$ cat src/rtl/uart_pkg.sv
// Shared types for the UART transmit/receive arbitration blocks.
package uart_pkg;

  typedef enum logic [1:0] {
    IDLE      = 2'd0,
    SEND      = 2'd1,
    WAIT_DONE = 2'd2
  } arb_state_t;

  localparam int unsigned FRAME_CNT_W = 16;

endpackage

$ cat src/rtl/uart_rr_pick.sv
// Combinational round-robin picker: the first set request at or above ptr, wrapping.
module uart_rr_pick #(
  parameter int unsigned NUM_REQ = 4,
  parameter int unsigned IDX_W   = $clog2(NUM_REQ)
) (
  input  logic [NUM_REQ-1:0] req,
  input  logic [IDX_W-1:0]   ptr,
  output logic [NUM_REQ-1:0] grant,
  output logic [IDX_W-1:0]   idx,
  output logic               any_req
);

  logic [IDX_W-1:0] cand;

  // Scan candidates in priority order ptr, ptr+1, ... and keep the first hit.
  always_comb begin
    grant   = '0;
    idx     = '0;
    any_req = 1'b0;
    cand    = '0;
    for (int unsigned k = 0; k < NUM_REQ; k++) begin
      cand = IDX_W'((32'(ptr) + k) % NUM_REQ);
      if (!any_req && req[cand]) begin
        any_req     = 1'b1;
        grant[cand] = 1'b1;
        idx         = cand;
      end
    end
  end

endmodule

$ cat src/rtl/uart_tx_arbiter.sv
// Round-robin arbiter sharing one UART transmitter among NUM_REQ requesters.
// One byte is latched per grant and the grant is held until the frame completes.
module uart_tx_arbiter
  import uart_pkg::*;
#(
  parameter int unsigned NUM_REQ    = 4,
  parameter int unsigned DATA_WIDTH = 8
) (
  input  logic                          cpu_clk,
  input  logic                          cpu_rst_n,
  input  logic [NUM_REQ-1:0]            req_valid,
  input  logic [NUM_REQ*DATA_WIDTH-1:0] req_data,
  output logic [NUM_REQ-1:0]            req_ready,
  output logic                          out_valid,
  output logic [DATA_WIDTH-1:0]         out_data,
  input  logic                          out_ready,
  input  logic                          tx_done,
  output logic [$clog2(NUM_REQ)-1:0]    grant_id,
  output logic                          busy,
  output logic [FRAME_CNT_W-1:0]        frame_cnt
);

  localparam int unsigned IdxW = $clog2(NUM_REQ);

  arb_state_t             state_q, state_d;
  logic [IdxW-1:0]        ptr_q, ptr_d;
  logic [IdxW-1:0]        grant_id_q, grant_id_d;
  logic [DATA_WIDTH-1:0]  out_data_q, out_data_d;
  logic [FRAME_CNT_W-1:0] frame_cnt_q, frame_cnt_d;
  logic                   tx_done_prev_q;
  logic                   tx_done_pulse;

  logic [NUM_REQ-1:0]     pick_grant;
  logic [IdxW-1:0]        pick_idx;
  logic                   pick_any;
  logic [DATA_WIDTH-1:0]  req_bytes [NUM_REQ];

  for (genvar i = 0; i < NUM_REQ; i++) begin : g_unpack
    assign req_bytes[i] = req_data[i*DATA_WIDTH +: DATA_WIDTH];
  end

  uart_rr_pick #(
    .NUM_REQ (NUM_REQ),
    .IDX_W   (IdxW)
  ) u_pick (
    .req     (req_valid),
    .ptr     (ptr_q),
    .grant   (pick_grant),
    .idx     (pick_idx),
    .any_req (pick_any)
  );

  // tx_done is a level; only a fresh rising edge ends a frame.
  assign tx_done_pulse = tx_done & ~tx_done_prev_q;

  // State register, hold register, pointer, counter and edge-detector flop.
  always_ff @(posedge cpu_clk) begin
    if (!cpu_rst_n) begin
      state_q        <= IDLE;
      ptr_q          <= '0;
      grant_id_q     <= '0;
      out_data_q     <= '0;
      frame_cnt_q    <= '0;
      tx_done_prev_q <= 1'b0;
    end else begin
      state_q        <= state_d;
      ptr_q          <= ptr_d;
      grant_id_q     <= grant_id_d;
      out_data_q     <= out_data_d;
      frame_cnt_q    <= frame_cnt_d;
      tx_done_prev_q <= tx_done;
    end
  end

  // Next-state and output decode; pulses outside WAIT_DONE are stale and ignored.
  always_comb begin
    state_d     = state_q;
    ptr_d       = ptr_q;
    grant_id_d  = grant_id_q;
    out_data_d  = out_data_q;
    frame_cnt_d = frame_cnt_q;
    req_ready   = '0;
    out_valid   = 1'b0;
    busy        = 1'b0;
    case (state_q)
      IDLE: begin
        if (cpu_rst_n) begin
          req_ready = pick_grant;
          if (pick_any) begin
            out_data_d = req_bytes[pick_idx];
            grant_id_d = pick_idx;
            state_d    = SEND;
          end
        end
      end
      SEND: begin
        out_valid = 1'b1;
        busy      = 1'b1;
        if (out_ready) begin
          state_d = WAIT_DONE;
        end
      end
      WAIT_DONE: begin
        busy = 1'b1;
        if (tx_done_pulse) begin
          // The just-served requester drops to lowest priority.
          ptr_d       = (grant_id_q == IdxW'(NUM_REQ - 1)) ? '0 : grant_id_q + 1'b1;
          frame_cnt_d = frame_cnt_q + 1'b1;
          state_d     = IDLE;
        end
      end
      default: state_d = IDLE;
    endcase
  end

  assign out_data  = out_data_q;
  assign grant_id  = grant_id_q;
  assign frame_cnt = frame_cnt_q;

endmodule

$ cat config.mk
export PLATFORM = sky130hd
export DESIGN_NAME = uart_tx_arbiter
export DESIGN_NICKNAME = d
export VERILOG_FILES = /design/src/rtl/uart_pkg.sv /design/src/rtl/uart_rr_pick.sv /design/src/rtl/uart_tx_arbiter.sv
export SDC_FILE = /design/constraint.sdc
export NUM_CORES = 1
export LEC_CHECK = 0
export ABC_AREA = 1
export BUFFER_PORTS_ARGS = -buffer_cell sky130_fd_sc_hd__buf_2
export CORE_AREA = 2 2 84 86
export DETAILED_ROUTE_END_ITERATION = 8
export DIE_AREA = 0 0 86 88
export GPL_ROUTABILITY_DRIVEN = 0
export GPL_TIMING_DRIVEN = 0
export PLACE_DENSITY_LB_ADDON = 0.12
export SETUP_SLACK_MARGIN = 0.4
export SLEW_MARGIN = 0
export SYNTH_ARGS = -nofsm -noshare
export SYNTH_HDL_FRONTEND = slang
export SYNTH_HIERARCHICAL = 1
export SYNTH_SLANG_ARGS = --single-unit
$ cat constraint.sdc
create_clock -name cpu_clk -period 6.8 [get_ports cpu_clk]
set_clock_uncertainty 0.15 [all_clocks]
set_input_delay 1.02 -clock cpu_clk [delete_from_list [all_inputs] [get_ports cpu_clk]]
set_output_delay 1.02 -clock cpu_clk [all_outputs]
set_load 0.01 [all_outputs]
==> results.sh <==
export IMPL_r2r_end="out_data[0]"
export IMPL_yosysTopAreaCell="dfxtp_1"
export IMPL_top_layer="met4"
export IMPL_crit_chain="inv_2, ha_1, inv_1, nand3_1, nand2_1, nor2_1, a21oi_1, nand3_1, inv_1, nor2_1, buf_2"
export IMPL_synth_ff_type="dfxtp_1"
export IMPL_hold_class="reg2reg"
export IMPL_antenna_found_initial=0
export IMPL_ys_ff_latch=31
export IMPL_clkSlewWorstSetupHoldPaths_ns=0.06
export IMPL_power_density_nw_per_um2=177.6
export IMPL_grt_total_usage=0.1526
export IMPL_path_class="reg2out"
export IMPL_synth_top_cells_by_area="dfxtp_1 28%, nor2_1 11%, nand2_1 10%, inv_1 8.3%, o21ai_0 6.4%"
export IMPL_netlist_top_cells_count="65 x nor2_1, 62 x nand2_1, 50 x inv_1"
export IMPL_cts_tree="built"
export IMPL_die_x_um=86
export IMPL_cts_resized=0
export IMPL_setup_viol=0
export IMPL_rsz0062_at_grt="false"
export IMPL_dp_hpwl_mm=4.429
export IMPL_synthDistinctLibCells=26
export IMPL_root_buffer="clkbuf_8"
export IMPL_drtIter0Drc=113
export IMPL_critical_path_required_ns=5.63
export IMPL_num_vias=2378
export IMPL_status="completed"
export IMPL_synth_edf_count=0
export IMPL_critPathMaxStageDelay_ns=0.51
export IMPL_firstDrtPassIters=4
export IMPL_holdPathStages=2
export IMPL_power_uw=495.9
export IMPL_rows=30
export IMPL_synth_top_area_frac=0.2751
export IMPL_yosys_warnings=6
export IMPL_gr_total_overflow=0
export IMPL_die_area_um2=7568
export IMPL_hp_start="state_q[0]"
export IMPL_die_y_um=88
export IMPL_avgViaCountPerCell=4.635
export IMPL_n_fill_cell=728
export IMPL_end_kind="output port"
export IMPL_max_slew_worst_pin_slew_ns=0.4341
export IMPL_routedWlPerCell_um=11.01
export IMPL_cts_hold_buf=0
export IMPL_crit_path_start_kind="flop"
export IMPL_clkSinkCount=31
export IMPL_synth_nets=406
export IMPL_maxSlewViolCount=0
export IMPL_coreArea_um2=6644
export IMPL_grt_pass1_vias=2165
export IMPL_pin_count=72
export IMPL_h_tree_depth=2
export IMPL_wl_met2_mm=2.520
export IMPL_port_buffers=70
export IMPL_crit_slowest_cell="dfxtp_1"
export IMPL_grt_max_degree=11
export IMPL_fin_tns_setup_ns=0
export IMPL_syn_avg_cell_area_um2=6.355
export IMPL_cts_inserted_buffers=5
export IMPL_grt_first_pass_wirelength_mm=9.432
export IMPL_p_leak_nw=1.405
export IMPL_cts_setup_buffers=0
export IMPL_r2r_start="ptr_q[0]"
export IMPL_maxCapViolCount=0
export IMPL_fin_crit_sh=0.5359
export IMPL_synthCells=355
export IMPL_r2r_slack_ns=3.82
export IMPL_cp_max_fo=10
export IMPL_peakVddDrop_uv=78.06
export IMPL_area_delta_synth_final_pct=23.74
export IMPL_synthArstFlopShare=0
export IMPL_hold_violations=0
export IMPL_start_util=0.3395
export IMPL_wl_met3_um=327
export IMPL_clkLatencyLatePin_ns=0.28
export IMPL_num_antenna_cells=0
export IMPL_layout_drive_gt1_share=0.2564
export IMPL_wl_mm=5.650
export IMPL_ant_nets=0
export IMPL_min_to="state_q[0]"
export IMPL_min_period_ns=3.644
export IMPL_synthMostInstantiatedCell="nor2_1"
export IMPL_rr_worst_depth=14
export IMPL_nNetsFinal=483
export IMPL_max_freq_mhz=274.4
export IMPL_ys_seq_area_frac=0.2751
export IMPL_slew_headroom=0.7095
export IMPL_clockBufferDepth=2
export IMPL_drc=0
export IMPL_synthesis_area_um2=2256
export IMPL_wl_met1_mm=2.756
export IMPL_crit_arrival_ns=2.47
[logic make-up after synthesis]
logic type               synth area share
flip-flops                         0.2751
AO/OA/AOI/OAI                      0.1486
adder cells (fa/ha/maj)           0.06101
XOR/XNOR                         0.003883
AND/OR/NAND/NOR                    0.3905
buffers and inverters              0.1209
[placed cells by master (no fill, tap or decap), types with 11 or more instances in the layout]
cell type	synthesis	routed
nand4_1	11	11
a21oi_1	18	18
o21ai_0	29	29
nor2_1	65	65
inv_1	50	50
buf_2	5	75
ha_1	11	11
nand2_1	62	62
nand3_1	26	26
dfxtp_1	31	31
[per-layer routing]
metal  up-vias  GRT usage
met3         5    0.03299
met1      1026     0.2029
met2        58     0.2495
li1       1289          -
met4         0    0.04329
met5         -          0
[state kept, by name, summed over array words and instances (netlist names)]
signal / cells
frame_cnt: 16
grant_id: 2
out_data: 8
ptr_q: 2
state_q: 2
tx_done_prev_q: 1
[worst max path at each step]
stage	from	to	cells after the start
2_1_floorplan	req_valid[3]	req_ready[0]	9
3_3_place_gp	req_valid[3]	req_ready[2]	11
3_5_place_dp	req_valid[3]	req_ready[3]	11
4_1_cts	ptr_q[0]	req_ready[3]	11
5_1_grt	ptr_q[0]	req_ready[0]	11
6_report	ptr_q[0]	req_ready[2]	11
[critical path: cells and delay by family, from the launching register on]
family	cells	cell delay, ns
DFF	1	0.51
adders and majority gates	1	0.40
and+or+nand+nor	5	0.68
buffers and inverters	4	0.46
AOI/OAI and AO/OA	1	0.14
[cell type report]
cell class | count | area, µm² | area share
clock buffer | 6 | 72.57 | 0.02600
sequential | 31 | 620.6 | 0.2223
buffer | 10 | 77.57 | 0.02779
timing repair buffer | 70 | 350.3 | 0.1255
clock inverter | 2 | 12.51 | 0.004482
multi-input combinational | 262 | 1363 | 0.4881
tap | 80 | 100.1 | 0.03586
inverter | 52 | 195.2 | 0.06992
[power by group]
group	switching [mW]	internal, mW
clock network	0.0701	0.0714
logic	0.0890	0.0587
registers	0.00977	0.197
[through the flow]
stage                     area [µm²]    util  worst slack, ns  hold WS [ns]  instances
after floorplan                 2256       -            3.688        0.3058        355
after global placement          2706  0.4073            3.329        0.3252        505
after detailed placement        2706  0.4073            3.313        0.3272        505
after CTS                       2791  0.4202            3.163        0.3369        513
after global routing            2791  0.4202            2.940        0.3607        513
final                           2791  0.4202            3.156        0.3322        513
No activity file was read; power rests on OpenSTA's default activity.
